<file path="src/rtl/div_arbiter.sv">
// rtl/div_arbiter.sv - round-robin arbiter sharing one pipelined 16-bit divider among NREQ requesters
module div_arbiter #(
    parameter int NREQ        = 4,
    parameter int DIV_LATENCY = 16
) (
    input  logic                 clk,
    input  logic                 rst_n,
    input  logic [NREQ-1:0]      req_valid,
    output logic [NREQ-1:0]      req_ready,
    input  logic [16*NREQ-1:0]   req_dividend,
    input  logic [16*NREQ-1:0]   req_divisor,
    output logic [15:0]          div_dividend,
    output logic [15:0]          div_divisor,
    input  logic [15:0]          div_quotient,
    input  logic [15:0]          div_reminder,
    output logic [NREQ-1:0]      rsp_valid,
    output logic [15:0]          rsp_quotient,
    output logic [15:0]          rsp_reminder,
    output logic                 rsp_div0,
    output logic                 busy
);

    localparam int IW  = (NREQ > 1) ? $clog2(NREQ) : 1;
    localparam int NST = DIV_LATENCY + 1;
    // The response register counts as in flight, so up to DIV_LATENCY+2 ops can be outstanding.
    localparam int CW  = $clog2(DIV_LATENCY + 3);

    logic [IW-1:0] ptr;
    logic [IW-1:0] gnt_idx;
    logic [IW-1:0] cand;
    logic          gnt_any;
    logic          xfer;
    logic [15:0]   sel_dvd;
    logic [15:0]   sel_dvs;
    int            j;

    logic          tag_valid [NST];
    logic [IW-1:0] tag_idx   [NST];
    logic          tag_div0  [NST];
    logic [15:0]   tag_dvd   [NST];

    logic [CW-1:0] inflight;

    always_comb begin
        gnt_any = 1'b0;
        gnt_idx = '0;
        cand    = '0;
        j       = 0;
        for (int k = 0; k < NREQ; k++) begin
            j = int'(ptr) + k;
            if (j >= NREQ) begin
                j = j - NREQ;
            end
            cand = IW'(j);
            if (!gnt_any && req_valid[cand]) begin
                gnt_any = 1'b1;
                gnt_idx = cand;
            end
        end
    end

    always_comb begin
        req_ready = '0;
        if (rst_n && gnt_any) begin
            req_ready[gnt_idx] = 1'b1;
        end
    end

    assign xfer    = |(req_valid & req_ready);
    assign sel_dvd = req_dividend[int'(gnt_idx)*16 +: 16];
    assign sel_dvs = req_divisor[int'(gnt_idx)*16 +: 16];

    always_ff @(posedge clk or negedge rst_n) begin
        if (!rst_n) begin
            ptr          <= '0;
            div_dividend <= '0;
            div_divisor  <= '0;
        end else if (xfer) begin
            ptr          <= (int'(gnt_idx) == NREQ - 1) ? '0 : gnt_idx + 1'b1;
            div_dividend <= sel_dvd;
            div_divisor  <= sel_dvs;
        end
    end

    // Tag stage s lines up with the divider's operands from s edges ago; the last stage meets its result.
    always_ff @(posedge clk or negedge rst_n) begin
        if (!rst_n) begin
            for (int s = 0; s < NST; s++) begin
                tag_valid[s] <= 1'b0;
                tag_idx[s]   <= '0;
                tag_div0[s]  <= 1'b0;
                tag_dvd[s]   <= '0;
            end
        end else begin
            tag_valid[0] <= xfer;
            tag_idx[0]   <= gnt_idx;
            tag_div0[0]  <= (sel_dvs == 16'h0000);
            tag_dvd[0]   <= sel_dvd;
            for (int s = 1; s < NST; s++) begin
                tag_valid[s] <= tag_valid[s-1];
                tag_idx[s]   <= tag_idx[s-1];
                tag_div0[s]  <= tag_div0[s-1];
                tag_dvd[s]   <= tag_dvd[s-1];
            end
        end
    end

    always_ff @(posedge clk or negedge rst_n) begin
        if (!rst_n) begin
            rsp_valid    <= '0;
            rsp_quotient <= '0;
            rsp_reminder <= '0;
            rsp_div0     <= 1'b0;
        end else if (tag_valid[NST-1]) begin
            rsp_valid    <= NREQ'(1) << tag_idx[NST-1];
            rsp_quotient <= tag_div0[NST-1] ? 16'hFFFF : div_quotient;
            rsp_reminder <= tag_div0[NST-1] ? tag_dvd[NST-1] : div_reminder;
            rsp_div0     <= tag_div0[NST-1];
        end else begin
            rsp_valid    <= '0;
        end
    end

    always_ff @(posedge clk or negedge rst_n) begin
        if (!rst_n) begin
            inflight <= '0;
        end else if (xfer && !(|rsp_valid)) begin
            inflight <= inflight + CW'(1);
        end else if (!xfer && (|rsp_valid)) begin
            inflight <= inflight - CW'(1);
        end
    end

    assign busy = (inflight != '0);

endmodule

</file>
<file path="config.mk">
export PLATFORM = sky130hd
export DESIGN_NAME = div_arbiter
export DESIGN_NICKNAME = d
export VERILOG_FILES = /design/src/rtl/div_arbiter.sv
export SDC_FILE = /design/constraint.sdc
export NUM_CORES = 1
export LEC_CHECK = 0
export ABC_AREA = 0
export ABC_CLOCK_PERIOD_IN_PS = 9650
export BUFFER_PORTS_ARGS = -buffer_cell sky130_fd_sc_hd__buf_2
export CAP_MARGIN = 30
export CELL_PAD_IN_SITES_DETAIL_PLACEMENT = 0
export CELL_PAD_IN_SITES_GLOBAL_PLACEMENT = 1
export CORE_UTILIZATION = 49
export DETAILED_ROUTE_END_ITERATION = 16
export MAX_ROUTING_LAYER = met4
export PLACE_DENSITY_LB_ADDON = 0.1
export SLEW_MARGIN = 30
export SYNTH_ARGS = -nofsm -noshare
export SYNTH_HDL_FRONTEND = slang
export SYNTH_SLANG_ARGS = --single-unit
</file>
<file path="constraint.sdc">
create_clock -name clk -period 9.65 [get_ports clk]
set_clock_uncertainty 0.15 [all_clocks]
set_input_delay 1.4475 -clock clk [delete_from_list [all_inputs] [get_ports clk]]
set_output_delay 1.4475 -clock clk [all_outputs]
set_load 0.005 [all_outputs]
</file>
==> flow_summary.toml <==
[run_status]
run_status = "finished, final reports clean"

[clock_tree]
clk-insertion-delay-late_ns = 0.52
cts_buffers = 39
h-tree-depth = 2
cts_setup_buffers = 0
clkSlewWorstSetupHoldPaths_ns = 0.06
hold_buffers = 0
clk_path_buf_depth = 3
clock_sink_count = 416
post_cts_resized = 0
cts-root-buf = "clkbuf_16"
cts_tree = "yes"

[placement]
routabilityCongestion = 0.8145
placed_cell_area_sq_um = 14320
io_buffers = 239
place_ws_ns = 4.603
post-dp-hpwl_mm = 13.16

[synth]
async_flop_share_pct = 100.0
syn_area_sq_um = 12760
synth-main-ff-cell = "dfrtp_1"
syn-num-nets = 873
synth-seq-area-share_pct = 81.61
synth_simple_gate_area_share_pct = 1.942
synthMuxAreaShare_pct = 11.88
synth_xor_area_share_pct = 0.3433
synth-edff-count = 0
yosysTopAreaCellShare_pct = 81.61
synth_top_family_by_area = "multiplexers"
synth_area_leaders = "dfrtp_1, mux2i_1, mux2_1, mux2_2, o22a_1"
synthCells = 701
synth_compound_area_share_pct = 2.413
ys_ff_latch = 416
synth_fa_ha_area_share_pct = 0.6474
synth.distinct_cells = 37
ys_warn_count = 0
syn_avg_cell_area_sq_um = 18.20
post-synth-top-area-cell = "dfrtp_1"

[cells_and_area]
finish.utilization_pct = 61.80
design_area_sq_um = 15650
syn2layout_area_growth_pct = 22.71
n_antenna_cell = 0
drive_gt1_share_pct = 33.17
nets = 1137

[worst_hold_path]
whs_endpoint = "tag_dvd[156]"
min_from = "tag_dvd[172]"
holdCritPathClass = "flip-flop to flip-flop"
holdPathStages = 0

[route]
viasPerCell = 4.793
dr_total_vias = 6351
drtAntennaViolNets = 0
drt_first_iter_violations = 349
dr.pass1.iters = 4
drc = 0
routedWlPerCell_um = 15.95
wirelength_mm = 21.13

[grt]
gr-total-overflow = 0
grt_pass1_wl_mm = 34.53
grt_pass1_vias = 6987
antenna_found_initial = 0
grt_use_total_pct = 17.18
grt_max_degree = 202

[floorplanning]
ios = 240
die_w_um = 163.3
die_area_sq_um = 26680
core_area_sq_um = 25330
die_y_um = 163.3
num_rows = 58
initial_core_util_pct = 50.37

[worst_setup_path]
critPathCaptureType = "output pin"
r2r_slack_ns = 5.82
rr_startpoint = "ptr[0]"
crit_required_ns = 8.05
worstPathMaxFanout = 34
rr_worst_depth = 17
rr_endpoint = "inflight[4]"
start_kind = "input port"
critical_path_class = "input port to output pin"
critPathLaunch = "req_valid[0]"
cp.arrival_ns = 3.23

[timing]
fin_tns_setup_ns = 0
hold_viol = 0
slew_viol_final = 0
period_share_pct = 50.04
worstMarginPinSlew_ns = 1.018
slew_headroom_pct = 31.52
rsz0062_at_grt = "false"
fmax_ghz = 0.2071
period_minus_slack_ns = 4.829
fin_ws_ns = 4.821
setup_viol = 0

[flow_run]
maxCapViolations = 0

[power_and_ir_drop]
p_leak_nw = 7.515
total_power_mw = 5.111
powerDensity_nw_per_um2 = 326.5
ir_drop_v = 0.0001470
-- layout make-up --
type / count / area, sq um
clock buffers: 57 / 1145
multi-input cells: 254 / 2197
well taps: 330 / 412.9
inverters: 6 / 23.77
fillers: 1837 / 9674
clock inverters: 14 / 150.1
repair buffers: 248 / 1314
flip-flops and latches: 416 / 10410
-- cell usage after synthesis, types with 3 or more instances --
cell type and n:
a21oi_1 20, xnor2_1 3, o22a_1 16, buf_2 11, mux2_2 15, mux2i_1 112
dfrtp_1 416, nor2b_1 3, clkbuf_1 10, inv_1 5, ha_1 5, nor4_1 5
nor2_1 24, mux2_1 20, nand2_1 8
-- cells by family (layout without fill, tap and decap cells) --
family / after synthesis / after routing
AOI/OAI and AO/OA: 45 / 45
muxes: 147 / 147
DFF: 416 / 416
buffers and inverters: 31 / 325
xor gates and xnor gates: 5 / 5
adders and majority gates: 6 / 6
and+or+nand+nor: 51 / 51
-- worst max-delay path, stage by stage --
cell and delay [ns]:
buf_2 0.12, nor2b_1 0.14, nor3_1 0.29, a21oi_2 0.11
nor2_4 0.09, buf_4 0.45, ha_1 0.30, inv_1 0.05
nor2_1 0.09, buf_2 0.12
-- power breakdown --
group | internal [mW] | total, mW | switching, mW
clock | 0.885 | 1.51 | 0.621
sequential | 2.52 | 2.78 | 0.265
combinational | 0.395 | 0.821 | 0.426
total | 3.80 | 5.11 | 1.31
-- registers in the layout, summed over array words and instances, names as in the netlist --
name	flops
tag_dvd	272
tag_idx	34
tag_div0	17
tag_valid	17
div_dividend	16
div_divisor	16
rsp_quotient	16
rsp_reminder	16
inflight	5
rsp_valid	4
ptr	2
rsp_div0	1
-- metal layers --
metal	GRT usage, %	vias to the layer above	wire, um
li1	-	2890	-
met2	28.02	243	10580
met1	21.37	3175	8743
met5	-	-	0
met4	5.480	0	492
met3	3.936	43	1312
-- through the flow --
| step | hold WS (ns) | cells |
|---|---|---|
| after floorplan | 0.1812 | 701 |
| after global placement | 0.1812 | 1253 |
| after detailed placement | 0.1847 | 1253 |
| after CTS | 0.1815 | 1324 |
| after global routing | 0.1826 | 1325 |
| final | 0.1856 | 1325 |
-- placed cells by master (no fill, tap or decap), types with 3 or more instances in the layout --
| master | instances |
|---|---|
| a21oi_1 | 20 |
| buf_2 | 238 |
| buf_4 | 5 |
| clkbuf_1 | 9 |
| clkbuf_16 | 40 |
| clkbuf_8 | 8 |
| clkinv_2 | 7 |
| dfrtp_1 | 416 |
| ha_1 | 5 |
| inv_1 | 5 |
| mux2_1 | 20 |
| mux2_2 | 15 |
| mux2i_1 | 112 |
| nand2_1 | 8 |
| nor2_1 | 24 |
| nor2b_1 | 3 |
| nor4_1 | 5 |
| o22a_1 | 16 |
| xnor2_1 | 3 |
-- how the worst max path moves through the flow --
stage                        end  slack (ns)  cells after the start
floorplan            inflight[4]        4.93                     19
global route        req_ready[3]        4.69                     10
detailed placement   inflight[4]        4.60                     18
global placement     inflight[4]        4.87                     18
finish              req_ready[3]        4.82                     10
CTS                 req_ready[3]        4.86                     10
(Power assumes the default switching activity.)
